`config.mk`:
```
export PLATFORM = sky130hd
export DESIGN_NAME = array_arbiter_flat
export DESIGN_NICKNAME = d
export VERILOG_FILES = /design/src/rtl/array_arbiter_pkg.sv /design/src/rtl/array_arbiter_if.sv /design/src/rtl/array_arbiter_rr_pick2.sv /design/src/rtl/array_arbiter.sv /design/src/flat_wrapper.sv
export SDC_FILE = /design/constraint.sdc
export NUM_CORES = 1
export LEC_CHECK = 0
export CAP_MARGIN = 15
export CORE_UTILIZATION = 35
export CTS_BUF_LIST = sky130_fd_sc_hd__clkbuf_8 sky130_fd_sc_hd__clkbuf_16
export CTS_CLUSTER_DIAMETER = 30
export DETAILED_ROUTE_END_ITERATION = 8
export PLACE_DENSITY = 0.78
export SLEW_MARGIN = 20
export SYNTH_ARGS = -nofsm -noshare
export SYNTH_HDL_FRONTEND = slang
export SYNTH_SLANG_ARGS = --single-unit
```
`constraint.sdc`:
```
create_clock -name clk -period 1.55 [get_ports clk]
set_input_delay 0.155 -clock clk [delete_from_list [all_inputs] [get_ports clk]]
set_output_delay 0.155 -clock clk [all_outputs]
set_load 0.05 [all_outputs]
```
`src/rtl/array_arbiter_pkg.sv`:
```
// Shared types for the two-client array arbiter: slot state, client index
// and the registered request slot layout.
package array_arbiter_pkg;

  localparam int ADDR_N   = 8;
  localparam int INT_N    = 8;
  localparam int CLIENT_W = 1;

  typedef enum logic {
    EMPTY = 1'b0,
    FULL  = 1'b1
  } slot_state_e;

  typedef logic [CLIENT_W-1:0] client_t;

  typedef struct packed {
    logic [ADDR_N-1:0] addr;
    logic              we;
    logic [INT_N-1:0]  di;
  } slot_t;

endpackage

```
`src/rtl/array_arbiter_if.sv`:
```
// Bundle of both client request/response ports and the shared array port.
interface array_arbiter_if;
  import array_arbiter_pkg::*;

  logic              c0_valid, c1_valid;
  logic              c0_ready, c1_ready;
  logic [ADDR_N-1:0] c0_addr, c1_addr;
  logic              c0_we, c1_we;
  logic [INT_N-1:0]  c0_di, c1_di;
  logic [INT_N-1:0]  c0_do, c1_do;
  logic              c0_do_valid, c1_do_valid;

  logic              arr_valid;
  logic              arr_ready;
  logic [ADDR_N-1:0] arr_addr;
  logic              arr_we;
  logic [INT_N-1:0]  arr_di;
  logic [INT_N-1:0]  arr_do;

  // Arbiter side: serves the clients, drives the array port.
  modport master (
    input  c0_valid, c1_valid, c0_addr, c1_addr, c0_we, c1_we, c0_di, c1_di,
    output c0_ready, c1_ready, c0_do, c1_do, c0_do_valid, c1_do_valid,
    output arr_valid, arr_addr, arr_we, arr_di,
    input  arr_ready, arr_do
  );

  // Environment side: the clients and the array itself.
  modport slave (
    output c0_valid, c1_valid, c0_addr, c1_addr, c0_we, c1_we, c0_di, c1_di,
    input  c0_ready, c1_ready, c0_do, c1_do, c0_do_valid, c1_do_valid,
    input  arr_valid, arr_addr, arr_we, arr_di,
    output arr_ready, arr_do
  );

endinterface

```
`src/rtl/array_arbiter_rr_pick2.sv`:
```
// Combinational 2-way round-robin pick: a lone requester wins, a tie goes
// to the client that was not granted last.
module array_arbiter_rr_pick2
  import array_arbiter_pkg::*;
(
  input  logic [1:0] i_valid,
  input  client_t    i_last,
  output client_t    o_winner,
  output logic       o_any
);

  // NOTE: every output gets a default first so no path leaves it unassigned
  // and no latch is inferred.
  always_comb begin
    o_any    = |i_valid;
    o_winner = client_t'(i_valid[1]);
    if (i_valid == 2'b11) o_winner = ~i_last;
  end

endmodule

```
`src/rtl/array_arbiter.sv`:
```
// Round-robin arbiter sharing one array port between two clients through a
// single registered request slot; read data is routed back to its issuer.
module array_arbiter
  import array_arbiter_pkg::*;
(
  input  logic          clk,
  input  logic          nrst,
  array_arbiter_if.master bus
);

  slot_state_e r_state, w_state_next;
  slot_t       r_slot, w_req;
  client_t     r_owner, r_last, r_rd_owner;
  logic        r_rd_pend;

  client_t     w_winner;
  logic        w_any, w_can_load, w_load, w_rd_accept;

  array_arbiter_rr_pick2 u_pick (
    .i_valid  ({bus.c1_valid, bus.c0_valid}),
    .i_last   (r_last),
    .o_winner (w_winner),
    .o_any    (w_any)
  );

  // Slot refills in the same cycle it drains, so a steady stream sees no gaps.
  always_comb begin
    w_state_next = r_state;
    w_can_load   = (r_state == EMPTY) || bus.arr_ready;
    w_load       = w_can_load && w_any && nrst;
    w_rd_accept  = (r_state == FULL) && bus.arr_ready && !r_slot.we;
    w_req        = w_winner[0] ? {bus.c1_addr, bus.c1_we, bus.c1_di}
                               : {bus.c0_addr, bus.c0_we, bus.c0_di};
    if (w_load)                                  w_state_next = FULL;
    else if (r_state == FULL && bus.arr_ready)   w_state_next = EMPTY;
  end

  // NOTE: sequential state uses non-blocking assignments so every register
  // samples pre-edge values regardless of statement order.
  always_ff @(posedge clk or negedge nrst) begin
    if (!nrst) r_state <= EMPTY;
    else       r_state <= w_state_next;
  end

  always_ff @(posedge clk or negedge nrst) begin
    if (!nrst) begin
      r_slot     <= '0;
      r_owner    <= '0;
      r_last     <= client_t'(1);
      r_rd_pend  <= 1'b0;
      r_rd_owner <= '0;
    end else begin
      if (w_load) begin
        r_slot  <= w_req;
        r_owner <= w_winner;
        r_last  <= w_winner;
      end
      r_rd_pend <= w_rd_accept;
      if (w_rd_accept) r_rd_owner <= r_owner;
    end
  end

  assign bus.c0_ready    = w_load && (w_winner == client_t'(0));
  assign bus.c1_ready    = w_load && (w_winner == client_t'(1));

  assign bus.arr_valid   = (r_state == FULL);
  assign bus.arr_addr    = r_slot.addr;
  assign bus.arr_we      = r_slot.we;
  assign bus.arr_di      = r_slot.di;

  // Array read data is valid one cycle after acceptance; only the strobe is steered.
  assign bus.c0_do       = bus.arr_do;
  assign bus.c1_do       = bus.arr_do;
  assign bus.c0_do_valid = r_rd_pend && (r_rd_owner == client_t'(0));
  assign bus.c1_do_valid = r_rd_pend && (r_rd_owner == client_t'(1));

endmodule

```
`src/flat_wrapper.sv`:
```
// flat-port wrapper written by rule: the top's interface ports become plain ports
module array_arbiter_flat import array_arbiter_pkg::*;
  (clk, nrst, bus_c0_valid, bus_c1_valid, bus_c0_addr, bus_c1_addr, bus_c0_we, bus_c1_we, bus_c0_di, bus_c1_di, bus_c0_ready, bus_c1_ready, bus_c0_do, bus_c1_do, bus_c0_do_valid, bus_c1_do_valid, bus_arr_valid, bus_arr_addr, bus_arr_we, bus_arr_di, bus_arr_ready, bus_arr_do);
  array_arbiter_if bus_i ();
  input  logic clk;
  input  logic nrst;
  input wire logic [$bits(bus_i.c0_valid)-1:0] bus_c0_valid;
  input wire logic [$bits(bus_i.c1_valid)-1:0] bus_c1_valid;
  input wire logic [$bits(bus_i.c0_addr)-1:0] bus_c0_addr;
  input wire logic [$bits(bus_i.c1_addr)-1:0] bus_c1_addr;
  input wire logic [$bits(bus_i.c0_we)-1:0] bus_c0_we;
  input wire logic [$bits(bus_i.c1_we)-1:0] bus_c1_we;
  input wire logic [$bits(bus_i.c0_di)-1:0] bus_c0_di;
  input wire logic [$bits(bus_i.c1_di)-1:0] bus_c1_di;
  output wire logic [$bits(bus_i.c0_ready)-1:0] bus_c0_ready;
  output wire logic [$bits(bus_i.c1_ready)-1:0] bus_c1_ready;
  output wire logic [$bits(bus_i.c0_do)-1:0] bus_c0_do;
  output wire logic [$bits(bus_i.c1_do)-1:0] bus_c1_do;
  output wire logic [$bits(bus_i.c0_do_valid)-1:0] bus_c0_do_valid;
  output wire logic [$bits(bus_i.c1_do_valid)-1:0] bus_c1_do_valid;
  output wire logic [$bits(bus_i.arr_valid)-1:0] bus_arr_valid;
  output wire logic [$bits(bus_i.arr_addr)-1:0] bus_arr_addr;
  output wire logic [$bits(bus_i.arr_we)-1:0] bus_arr_we;
  output wire logic [$bits(bus_i.arr_di)-1:0] bus_arr_di;
  input wire logic [$bits(bus_i.arr_ready)-1:0] bus_arr_ready;
  input wire logic [$bits(bus_i.arr_do)-1:0] bus_arr_do;
  assign bus_i.c0_valid = bus_c0_valid;
  assign bus_i.c1_valid = bus_c1_valid;
  assign bus_i.c0_addr = bus_c0_addr;
  assign bus_i.c1_addr = bus_c1_addr;
  assign bus_i.c0_we = bus_c0_we;
  assign bus_i.c1_we = bus_c1_we;
  assign bus_i.c0_di = bus_c0_di;
  assign bus_i.c1_di = bus_c1_di;
  assign bus_c0_ready = bus_i.c0_ready;
  assign bus_c1_ready = bus_i.c1_ready;
  assign bus_c0_do = bus_i.c0_do;
  assign bus_c1_do = bus_i.c1_do;
  assign bus_c0_do_valid = bus_i.c0_do_valid;
  assign bus_c1_do_valid = bus_i.c1_do_valid;
  assign bus_arr_valid = bus_i.arr_valid;
  assign bus_arr_addr = bus_i.arr_addr;
  assign bus_arr_we = bus_i.arr_we;
  assign bus_arr_di = bus_i.arr_di;
  assign bus_i.arr_ready = bus_arr_ready;
  assign bus_i.arr_do = bus_arr_do;
  array_arbiter u_core (.clk(clk), .nrst(nrst), .bus(bus_i));
endmodule
```
==> results.tsv <==
metric	value	unit
avgSynthCellArea	10.6	µm²
ys_seq_area_share	44.7	%
routed_wl	3500	µm
grt_pass1_wl	5310	µm
root_buffer	clkbuf_8	
via_count	1169	
grt-ovfl-total	0	
clock_skew	0.00318	ns
path_max_fanout	9	
fill_cells	289	
post_dp_cell_area	1900	µm²
grt_util_all_layers	19.2	%
path_class	in2out	
netlist_area	1230	µm²
ys.flop_type	dfrtp_1	
syn_inst	116	
setup_violations	5	
rows	21	
cts_num_sinks	22	
drc	0	
worstSkewPairLatency	0.25	ns
layout-drive-gt1-share	32.2	%
drt_iter0_markers	39	
power.leakage	0.879	nW
die-area	3770	µm²
ant_nets	0	
dpl_worst_slack	-0.0651	ns
slew_viol_final	0	
die_x	61.4	µm
fin_crit_sh	103	%
synth-edff-count	0	
wire_per_inst	15.9	µm
grt_antenna_before_repair	0	
startpoint_type	input pin	
yosys_warnings	0	
io_pins	85	
cts_buffers	3	
status	finished with violations	
hold_violations	0	
fin_crit	1.59	ns
hp-class	in2async	
die_h	61.4	µm
antenna_cells	0	
dp.final_hpwl	2610	µm
endpoint_kind	output port	
fmax	627	MHz
maxCapViolCount	0	
power_density	1100	nW/µm²
cts_tree	done	
gp_congestion	0.811	
start_util	36.7	%
clock_path_buffers	2	
violations	negative setup slack	
final_cell_area	2020	µm²
ir_worst_vdd	634	µV
routed_via_density	5.31	
path_clk_slew	0.08	ns
tightest_slew	0.356	ns
critPathRequiredTime	1.39	ns
finalWorstSetupSlack	-0.0439	ns
grt_pass1_vias	1132	
synth_nets	163	
port_buffers	60	
area_growth	63.6	%
htreeDepth	1	
core-area	3360	µm²
firstDrtPassIters	4	
synth_async_sr_flop_share	100	%
arrival	1.44	ns
rsz0062_at_grt	yes	
yosys_register_bits	22	
yosysUniqueCellTypes	20	
layout.nets	222	
grt_max_degree	21	
slew_headroom	75.9	%
placed cells by master, fill, tap and decap left out, drive strengths merged, types with 2 or more instances in the layout:
cell type,n
a221o,17
nor4b,17
nor2b,3
nand2,19
clkbuf,4
a21o,2
clkdlybuf4s50,38
dfrtp,21
buf,43
critical path, stage by stage:
cell	delay [ns]
clkdlybuf4s50_1	0.53
buf_4	0.20
nor4bb_4	0.37
buf_12	0.18
report_power, final:
part	switching [mW]	leakage, nW	internal (mW)	total, mW
combinational	0.590	0.581	0.447	1.04
sequential	0.0808	0.270	0.697	0.778
clock	0.173	0.0288	0.226	0.399
synthesized netlist by cell type (all sizes together), types with 2 or more instances:
| master | instances | area, µm² |
|---|---|---|
| a21o | 2 | 15.0 |
| nor4b | 17 | 149 |
| buf | 23 | 174 |
| a221o | 17 | 170 |
| nand2 | 19 | 71.3 |
| dfrtp | 21 | 526 |
| nor2b | 3 | 21.3 |
| clkbuf | 5 | 18.8 |
area by class of cell:
type / count / area (µm²) / area share (%)
repair buffers: 82 / 835 / 41.4
well taps: 46 / 57.6 / 2.85
flip-flops and latches: 22 / 553 / 27.4
multi-input cells: 65 / 514 / 25.5
clock buffers: 4 / 55.1 / 2.73
inverters: 1 / 3.75 / 0.186
state kept, by name (all words and copies together), names as in the netlist:
signal and count:
u_core.bus.arr_di 8, u_core.r_last 1, u_core.bus.arr_we 1, u_core.r_rd_owner 1, u_core.r_rd_pend 1, u_core.bus.arr_addr 8
u_core.bus.arr_valid 1, u_core.r_owner 1
path summary, 6_finish.rpt:
kind	cells after the start	slack, ns	to	start
max in group asynchronous	3	0.97	u_core.bus.arr_addr[1]	nrst
setup reg to reg	5	-0.04	u_core.bus.arr_di[0]	u_core.r_last
setup / recovery	4	-0.04	bus_c0_ready	bus_c0_valid
hold / removal	2	0.28	u_core.r_owner	nrst
hold reg to reg	1	0.50	u_core.r_rd_pend	u_core.bus.arr_we
min in group clk	0	0.31	bus_c0_do[1]	bus_arr_do[1]
timing repair:
action                                  in CTS  in global routing
gates resized for setup                      3                  1
hold buffers                                 0                  0
buffers inserted                             3                  0
cloned                                       1                  0
pin swaps                                    1                  1
endpoints found under the setup margin       2                  8
metal layers:
| metal | vias up | track usage (%) | share of wire (%) |
|---|---|---|---|
| met5 | - | 0 | 0 |
| met4 | 0 | 5.40 | 1.6 |
| met3 | 10 | 4.83 | 7.3 |
| met2 | 50 | 31.1 | 51 |
| met1 | 572 | 25.7 | 40 |
| li1 | 537 | - | - |
cells by family after synthesis:
group / after synthesis / share of synthesized area, %
AO/OA/AOI/OAI: 21 / 16.1
AND/OR/NAND/NOR: 43 / 22.3
flip-flops: 22 / 44.7
multiplexers: 1 / 0.913
buffers and inverters: 29 / 15.9
stage by stage:
stage               std cells  setup TNS (ns)  hold WS (ns)  total power [mW]  util [%]
global placement          213          -0.369         0.311              1.76      56.5
finish                    220          -0.175         0.280              2.21      60.0
CTS                       220          -0.107         0.279              2.22      59.9
global route              220          -0.356         0.310              2.32      60.0
detailed placement        213          -0.710         0.311              1.79      56.5
floorplan                 116           -1.16        -0.141              1.49         -
Note: power is estimated with default switching activity, not from simulation.
